**src/rtl/hazard_pkg.sv**
```systemverilog
// -----------------------------------------------------------------------------
// hazard_pkg
// Shared definitions for the ID-stage hazard detection unit:
//   REG_ZERO           architectural $zero, never a real dependency
//   MD_LATENCY_DEFAULT default mul/div occupancy in cycles
//   stall_cause_t      per-cause stall vector, also brought out for debug
//   reg_match()        "does the ID instruction read register r" helper
// -----------------------------------------------------------------------------
package hazard_pkg;

  localparam logic [4:0] REG_ZERO           = 5'd0;
  localparam int         MD_LATENCY_DEFAULT = 32;

  typedef struct packed {
    logic load_use;   // load in EX feeds a source of the ID instruction
    logic br_ex;      // branch operand still being computed in EX
    logic br_mem;     // branch operand still being loaded in MEM
    logic md_hazard;  // mul/div or HI/LO access while the unit is busy
  } stall_cause_t;

  // A writer of r is a dependency only if r is not $zero and the ID
  // instruction actually reads it (rt only counts when it is a source).
  function automatic logic reg_match(input logic [4:0] r,
                                     input logic [4:0] rs,
                                     input logic [4:0] rt,
                                     input logic       uses_rt);
    return (r != REG_ZERO) && ((r == rs) || (uses_rt && (r == rt)));
  endfunction

endpackage

```
**src/rtl/hazard_md_busy_counter.sv**
```systemverilog
// -----------------------------------------------------------------------------
// md_busy_counter
// Tracks how many more cycles the multi-cycle mul/div unit stays occupied.
// Loads MD_LATENCY on issue, counts down to zero and holds there.
// Ports:
//   clk       pipeline clock
//   rst_n     synchronous reset, active low (abandons any operation)
//   i_load    a mul/div issues this cycle (only possible while idle)
//   o_md_cnt  remaining busy cycles
//   o_busy    unit occupied (o_md_cnt != 0)
// -----------------------------------------------------------------------------
module md_busy_counter
  import hazard_pkg::*;
#(
  parameter int MD_LATENCY = MD_LATENCY_DEFAULT,
  parameter int MD_CNT_W   = $clog2(MD_LATENCY + 1)
) (
  input  logic                clk,
  input  logic                rst_n,
  input  logic                i_load,
  output logic [MD_CNT_W-1:0] o_md_cnt,
  output logic                o_busy
);

  localparam logic [MD_CNT_W-1:0] LOAD_VAL = MD_CNT_W'(MD_LATENCY);

  logic [MD_CNT_W-1:0] r_md_cnt;

  // NOTE: sequential state uses non-blocking assignments so every register
  // samples the pre-edge value of every other register.
  always_ff @(posedge clk) begin
    if (!rst_n) begin
      r_md_cnt <= '0;
    end else if (i_load) begin
      // Issue is only granted while idle, so load never races a decrement.
      r_md_cnt <= LOAD_VAL;
    end else if (r_md_cnt != '0) begin
      r_md_cnt <= r_md_cnt - 1'b1;
    end
  end

  assign o_md_cnt = r_md_cnt;
  assign o_busy   = (r_md_cnt != '0);

endmodule

```
**src/rtl/hazard_detect_unit.sv**
```systemverilog
// -----------------------------------------------------------------------------
// hazard_detect_unit
// ID-stage stall/flush controller for the 5-stage MIPS pipeline. Covers the
// hazards the EX forwarding unit cannot: load-use, branch operands that are
// not ready when the branch resolves in ID, and HI/LO or mul/div use while
// the multi-cycle mul/div unit is occupied. Outputs are combinational
// (zero latency) from inputs and the registered state.
// Ports:
//   clk, rst_n                 clock, synchronous active-low reset
//   IFID_RegisterRs/Rt         source registers of the ID instruction
//   IFID_UsesRt                ID instruction reads rt
//   IFID_Branch                ID instruction is beq/bne
//   IFID_MulDiv                ID instruction is mult/multu/div/divu
//   IFID_ReadsHiLo             ID instruction is mfhi/mflo
//   Branch_Taken               ID branch comparison resolved taken
//   IDEX_MemRead/RegWrite/Rd   EX instruction is a load / writes Rd
//   EXMEM_MemRead/Rd           MEM instruction is a load into Rd
//   PCWrite, IFID_Write        PC and IF/ID load enables
//   IFID_Flush                 squash the fetched instruction
//   IDEX_Bubble                zero ID/EX control bits
//   MD_Busy                    mul/div unit occupied
//   Stall_Count                saturating count of stall cycles
//   Stall_Cause                per-cause stall vector (debug)
// -----------------------------------------------------------------------------
module hazard_detect_unit
  import hazard_pkg::*;
#(
  parameter int MD_LATENCY = MD_LATENCY_DEFAULT,
  parameter int CNT_W      = 16
) (
  input  logic             clk,
  input  logic             rst_n,
  input  logic [4:0]       IFID_RegisterRs,
  input  logic [4:0]       IFID_RegisterRt,
  input  logic             IFID_UsesRt,
  input  logic             IFID_Branch,
  input  logic             IFID_MulDiv,
  input  logic             IFID_ReadsHiLo,
  input  logic             Branch_Taken,
  input  logic             IDEX_MemRead,
  input  logic             IDEX_RegWrite,
  input  logic [4:0]       IDEX_RegisterRd,
  input  logic             EXMEM_MemRead,
  input  logic [4:0]       EXMEM_RegisterRd,
  output logic             PCWrite,
  output logic             IFID_Write,
  output logic             IFID_Flush,
  output logic             IDEX_Bubble,
  output logic             MD_Busy,
  output logic [CNT_W-1:0] Stall_Count,
  output stall_cause_t     Stall_Cause
);

  localparam int MD_CNT_W = $clog2(MD_LATENCY + 1);

  logic [MD_CNT_W-1:0] w_md_cnt;
  logic                w_md_busy;
  logic                w_match_ex;
  logic                w_match_mem;
  stall_cause_t        w_cause;
  logic                w_stall;
  logic                w_md_issue;
  logic [CNT_W-1:0]    r_stall_count;

  assign w_match_ex  = reg_match(IDEX_RegisterRd, IFID_RegisterRs,
                                 IFID_RegisterRt, IFID_UsesRt);
  assign w_match_mem = reg_match(EXMEM_RegisterRd, IFID_RegisterRs,
                                 IFID_RegisterRt, IFID_UsesRt);

  // Every cause is gated by rst_n so the pipeline runs freely in reset,
  // whatever the (possibly stale) stage inputs say.
  // NOTE: each always_comb output gets a default first so no path can
  // leave it unassigned and infer a latch.
  always_comb begin
    w_cause           = '0;
    w_cause.load_use  = rst_n && IDEX_MemRead && w_match_ex;
    w_cause.br_ex     = rst_n && IFID_Branch && IDEX_RegWrite && w_match_ex;
    w_cause.br_mem    = rst_n && IFID_Branch && EXMEM_MemRead && w_match_mem;
    w_cause.md_hazard = rst_n && w_md_busy && (IFID_MulDiv || IFID_ReadsHiLo);
  end

  assign w_stall    = |w_cause;
  assign w_md_issue = rst_n && IFID_MulDiv && !w_stall;

  md_busy_counter #(
    .MD_LATENCY (MD_LATENCY),
    .MD_CNT_W   (MD_CNT_W)
  ) u_md_busy_counter (
    .clk      (clk),
    .rst_n    (rst_n),
    .i_load   (w_md_issue),
    .o_md_cnt (w_md_cnt),
    .o_busy   (w_md_busy)
  );

  // Pipeline control. A branch seen while stalling has unresolved operands,
  // so its taken flag must not squash the fetched instruction yet.
  always_comb begin
    PCWrite     = 1'b1;
    IFID_Write  = 1'b1;
    IDEX_Bubble = 1'b0;
    IFID_Flush  = 1'b0;
    if (w_stall) begin
      PCWrite     = 1'b0;
      IFID_Write  = 1'b0;
      IDEX_Bubble = 1'b1;
    end else begin
      IFID_Flush  = rst_n && Branch_Taken;
    end
  end

  always_ff @(posedge clk) begin
    if (!rst_n) begin
      r_stall_count <= '0;
    end else if (w_stall && (r_stall_count != '1)) begin
      r_stall_count <= r_stall_count + 1'b1;
    end
  end

  assign MD_Busy     = rst_n && w_md_busy;
  assign Stall_Count = r_stall_count;
  assign Stall_Cause = w_cause;

endmodule

```
**config.mk**
```make
export PLATFORM = sky130hd
export DESIGN_NAME = hazard_detect_unit
export DESIGN_NICKNAME = d
export VERILOG_FILES = /design/src/rtl/hazard_pkg.sv /design/src/rtl/hazard_md_busy_counter.sv /design/src/rtl/hazard_detect_unit.sv
export SDC_FILE = /design/constraint.sdc
export NUM_CORES = 1
export LEC_CHECK = 0
export CAP_MARGIN = 20
export CELL_PAD_IN_SITES_DETAIL_PLACEMENT = 2
export CELL_PAD_IN_SITES_GLOBAL_PLACEMENT = 2
export CORE_ASPECT_RATIO = 2
export CORE_MARGIN = 1
export CORE_UTILIZATION = 24
export DETAILED_ROUTE_END_ITERATION = 6
export GPL_TIMING_DRIVEN = 0
export PLACE_DENSITY_LB_ADDON = 0.1
export SYNTH_ARGS = -nofsm -noshare
export SYNTH_HDL_FRONTEND = slang
export SYNTH_SLANG_ARGS = --single-unit
```
**constraint.sdc**
```tcl
create_clock -name clk -period 2.7 [get_ports clk]
set_input_delay 0.405 -clock clk [delete_from_list [all_inputs] [get_ports clk]]
set_output_delay 0.405 -clock clk [all_outputs]
set_load 0.01 [all_outputs]
```
# == Word level (Yosys, flattened, before mapping) ==
# Cells that the tools add are included.
# totals
mem_count,0
mem_bits_ro,0
latchBits,0
reg_bits,22
elab_cells,43
ramBits,0
# classes
mul,0
n_reduce_logical,27
n_addsub,2
muxes,5
n_shift,0
n_bitwise,1
order_cmp,0
n_eq_ne,5
div,0
# ops
operator,count
$eq 5x5->1,4
$logic_and 1x1->1,17
$add 16x1->16 const B,1
$ne 16x16->1 const B,1
$mux 6,2
$reduce_bool 5->1,2
$reduce_bool 6->1,1
$sub 6x1->6 const B,1
$reduce_or 4->1,1
$logic_or 1x1->1,3
$mux 1,3
$reduce_bool 2->1,1
$reduce_or 2->1,1
$logic_not 1->1,1
$not 1->1,1

# == Logic depth before layout (Yosys ltp) ==
# depth
depth_word,9
ltp_mapped,10
ltp_nobuf,9

# == Modules after synthesis ==
# From an unflattened synthesis, not the netlist that was laid out.
# unflattened
hier_cells,180
hier_area_um2,1507.7
# by_module_without_submodules
module,area_each_um2,instances,cells_per_inst
hazard_detect_unit,1181.1,1,146
md_busy_counter,326.6,1,34

# == Worst setup path before layout ==
# OpenSTA, ideal clock, no wires.
# synth_timing
path_type,in2out
start,input IDEX_RegisterRd[0]
end,output IFID_Flush
n_path_buf,1
path_stages,5
slack_ps,441
t_arrival_ps,1854
t_required_ps,2295
path_cell_list,or4_1 > o2111ai_1 > and3_1 > clkbuf_1 > and3_1
# synth_between
elab_chain_cells,7
elab_cells_between_ends,10
classes_between,2 x eq/ne; 1 x mux; 7 x reduce/logical
# synth_lines
element,line_no,rtl
"start, declared",hazard_detect_unit.sv:42,"input logic [4:0] IDEX_RegisterRd,"
$eq 5x5->1,hazard_pkg.sv:27,return (r != REG_ZERO) && ((r == rs) || (uses_rt && (r == rt)));
$logic_and 1x1->1,hazard_pkg.sv:27,
$logic_or 1x1->1,hazard_pkg.sv:27,
$logic_and 1x1->1 (*),hazard_pkg.sv:27,
"$logic_and 1x1->1, on equally long branches","hazard_detect_unit.sv:77, hazard_detect_unit.sv:76",
$reduce_or 4->1 (*),hazard_detect_unit.sv:82,assign w_stall = |w_cause;
$mux 1 (*),hazard_detect_unit.sv:103,if (w_stall) begin
"end, declared",hazard_detect_unit.sv:47,"output logic IFID_Flush,"
# Mark *: on every way between the ends. The rest lies on a longest branch, timed or not.

# == Worst setup path after layout ==
# layout_timing
start,input IDEX_RegisterRd[3]
end,output IFID_Write
# layout_between
elab_chain_cells,7
elab_cells_between_ends,10
classes_between,2 x eq/ne; 1 x mux; 7 x reduce/logical
# layout_lines
element,line_no,rtl
$eq 5x5->1,hazard_pkg.sv:27,
$logic_and 1x1->1,hazard_pkg.sv:27,
$logic_or 1x1->1,hazard_pkg.sv:27,
$logic_and 1x1->1 (*),hazard_pkg.sv:27,
"$logic_and 1x1->1, on equally long branches","hazard_detect_unit.sv:77, hazard_detect_unit.sv:76",
$reduce_or 4->1 (*),hazard_detect_unit.sv:82,
$mux 1 (*),hazard_detect_unit.sv:103,
"end, declared",hazard_detect_unit.sv:46,"output logic IFID_Write,"
# Marks and branches as above.

==> impl_metrics.ini <==
[power]
leakage_nw = 0.808
pwr_density_cell_mw_per_mm2 = 611
power.total_mw = 1.29
ir_worst_vdd_mv = 0.337

[floorplan]
start_util_pct = 25.2
core_mm2 = 0.00552
dieArea_mm2 = 0.00611
die_h_um = 110
die_x_um = 55.8
num_rows = 38
ios = 55

[critical_path]
r2r_start = u_md_busy_counter.o_md_cnt[0]
cp-end-kind = output port
reg2reg_depth = 9
cp.arrival_ns = 2.26
cp_slowest_cell = or4_4
crit_chain = dlygate4sd2_1 -> or4_4 -> o2111ai_4 -> and3_4 -> clkdlybuf4s50_1
reg2reg_to = Stall_Count[13]
crit_fanout = 3
start_kind = input pin
critPathMaxStageDelay_ns = 0.59
required_ns = 2.30
worstSetupPathType = in -> out
r2r_slack_ns = 0.54

[sta]
rsz0062_at_grt = no
max-slew-margin-rel_pct = 60.3
hold_slack_ns = 0.503
setup-violations-final = 0
drv_slew = 0
fmax_mhz = 376
finalClockSkew_ns = 0.00134
period_minus_slack_ns = 2.66
worstMarginPinSlew_ns = 0.595
finalWorstSetupSlack_ns = 0.0389
hold_viol_final = 0
period_share_pct = 98.6

[worst_hold_path]
hold_class = reg -> reg
hold_start = Stall_Count[4]
hold_path_end = Stall_Count[4]
hold_depth = 1

[place]
gp_congestion = 0.728
io_buffers = 53
dp_cells = 284
dp_slack_ns = -0.760
dpl.hpwl_um = 4440

[synth]
synth_top_area_share_pct = 31.7
synth_area_mm2 = 0.00139
postSynthCellCount = 171
ys_seq_elements = 22
synth_nets = 204
yosys.area.top_type = dfxtp_1
ys_types = 34
synthTopCellsByArea = dfxtp_1 (32%), xnor2_1 (9.5%), xor2_1 (6.9%)
avgSynthCellArea_um2 = 8.12
seq_area_frac_synth_pct = 31.7
yosys_warnings = 0

[drt]
drt_iter0_markers = 26
drt-total-wl_um = 5420
vias = 1505
dr.pass1.iters = 4
drc_errors = 0
ant_nets = 0
wl_per_cell_um = 18.7
vias_per_cell = 5.19

[clock_tree]
clk_path_buf_depth = 2
cts_tree = yes
hold_buffers = 0
cts_htree_levels = 1
clock_sinks = 22
cts_inserted_buffers = 3
cts_root_buf = clkbuf_8
path_clk_slew_ns = 0.09
clock_latency_ns = 0.27

[finish]
seq_area_um2 = 440
syn2layout_area_growth_pct = 52.3
final_util_pct = 38.3
layoutNonFillerInstCount = 290
drive_gt1_share_pct = 11.3
final_cell_mix = clkdlybuf4s50_1 (30), dfxtp_1 (22), dlygate4sd2_1 (18)
multi_input_area_um2 = 955
final_net_count = 264
diodes = 0
num-fill-cells = 670
final_common_cell = clkdlybuf4s50_1

[global_route]
antenna_found_initial = 0
grtUsageTotal_pct = 18.3
grt_max_degree = 13
grt_pass1_vias = 1724
grt_pass1_wl_um = 8360
grt_overflow = 0

[job]
cap_violations = 0

[run_status]
status = finished, final reports clean
logic make-up (layout without fill, tap and decap cells):
logic type                 Yosys count  after routing  synth area share [%]
AOI/OAI and AO/OA                   33             33                  17.0
DFF                                 22             22                  31.7
buffers and inverters               17             76                  5.14
and+or+nand+nor                     67             67                  24.9
muxes                                3              3                  2.16
adders and majority gates            3              3                  2.70
xor gates and xnor gates            26             26                  16.4
Yosys cell counts, drive strengths merged:
cell     count
dfxtp       22
nand2       15
xnor2       15
nor2        13
inv         11
nand3       11
xor2        11
o31ai        8
a21oi        7
and3         7
o211ai       6
buf          4
nand4        4
nor3         4
o21ai        4
or4          4
ha           3
mux2i        3
nand2b       3
clkbuf       2
nor4         2
or3          2
a31o         1
a32oi        1
and2         1
and4         1
o2111ai      1
o21bai       1
o22ai        1
o311a        1
o311ai       1
o41ai        1
layout make-up:
type                       instances  area share (%)
buffer                             5            1.24
clock buffer                       4            2.60
inverter                          11            1.95
multi-input combinational        132            45.1
sequential                        22            20.8
tap                               60            3.55
timing repair buffer              56            24.7
registers in the layout, summed over array words and instances, names as in the netlist:
| register | count |
|---|---|
| u_md_busy_counter.o_md_cnt | 6 |
| Stall_Count | 16 |
power breakdown:
part	leakage, nW	internal [mW]	switching [mW]
logic	0.600	0.289	0.324
clock network	0.0288	0.130	0.120
registers	0.179	0.375	0.0526
total	0.808	0.795	0.496
metal layers:
metal	vias to the layer above	routed length [um]	GRT usage, %
li1	725	-	-
met1	726	1720	14.4
met2	49	3480	42.9
met3	5	145	1.18
met4	0	75	6.43
met5	-	0	0
worst max-delay path, delay by kind of cell:
| kind | cells | cell delay, ns |
|---|---|---|
| AO/OA/AOI/OAI | 1 | 0.23 |
| AND/OR/NAND/NOR | 2 | 0.82 |
| buffers and inverters | 2 | 0.80 |
how the worst max path moves through the flow:
stage	endpoint	cells after the start	from
6_report	IFID_Write	5	IDEX_RegisterRd[3]
5_1_grt	Stall_Cause[1]	8	IFID_RegisterRt[0]
4_1_cts	PCWrite	9	IFID_RegisterRt[2]
3_5_place_dp	IFID_Flush	9	IDEX_RegisterRd[4]
3_3_place_gp	IFID_Flush	7	IDEX_RegisterRd[0]
2_1_floorplan	IFID_Flush	5	IDEX_RegisterRd[0]
per-stage QoR:
stage	cell area (um^2)	setup TNS, ns
6_report	2110	0
5_1_grt	2110	0
4_1_cts	2110	0
3_5_place_dp	1990	-6.95
3_3_place_gp	1990	-3.84
2_1_floorplan	1390	0
timing repair:
| item | in CTS | in global routing |
|---|---|---|
| gates resized for setup | 38 | 7 |
| setup endpoints to repair | 11 | 5 |
| pin swaps | 9 | 2 |
| setup buffers | 2 | 1 |
Power figures use the tool's default switching activity.
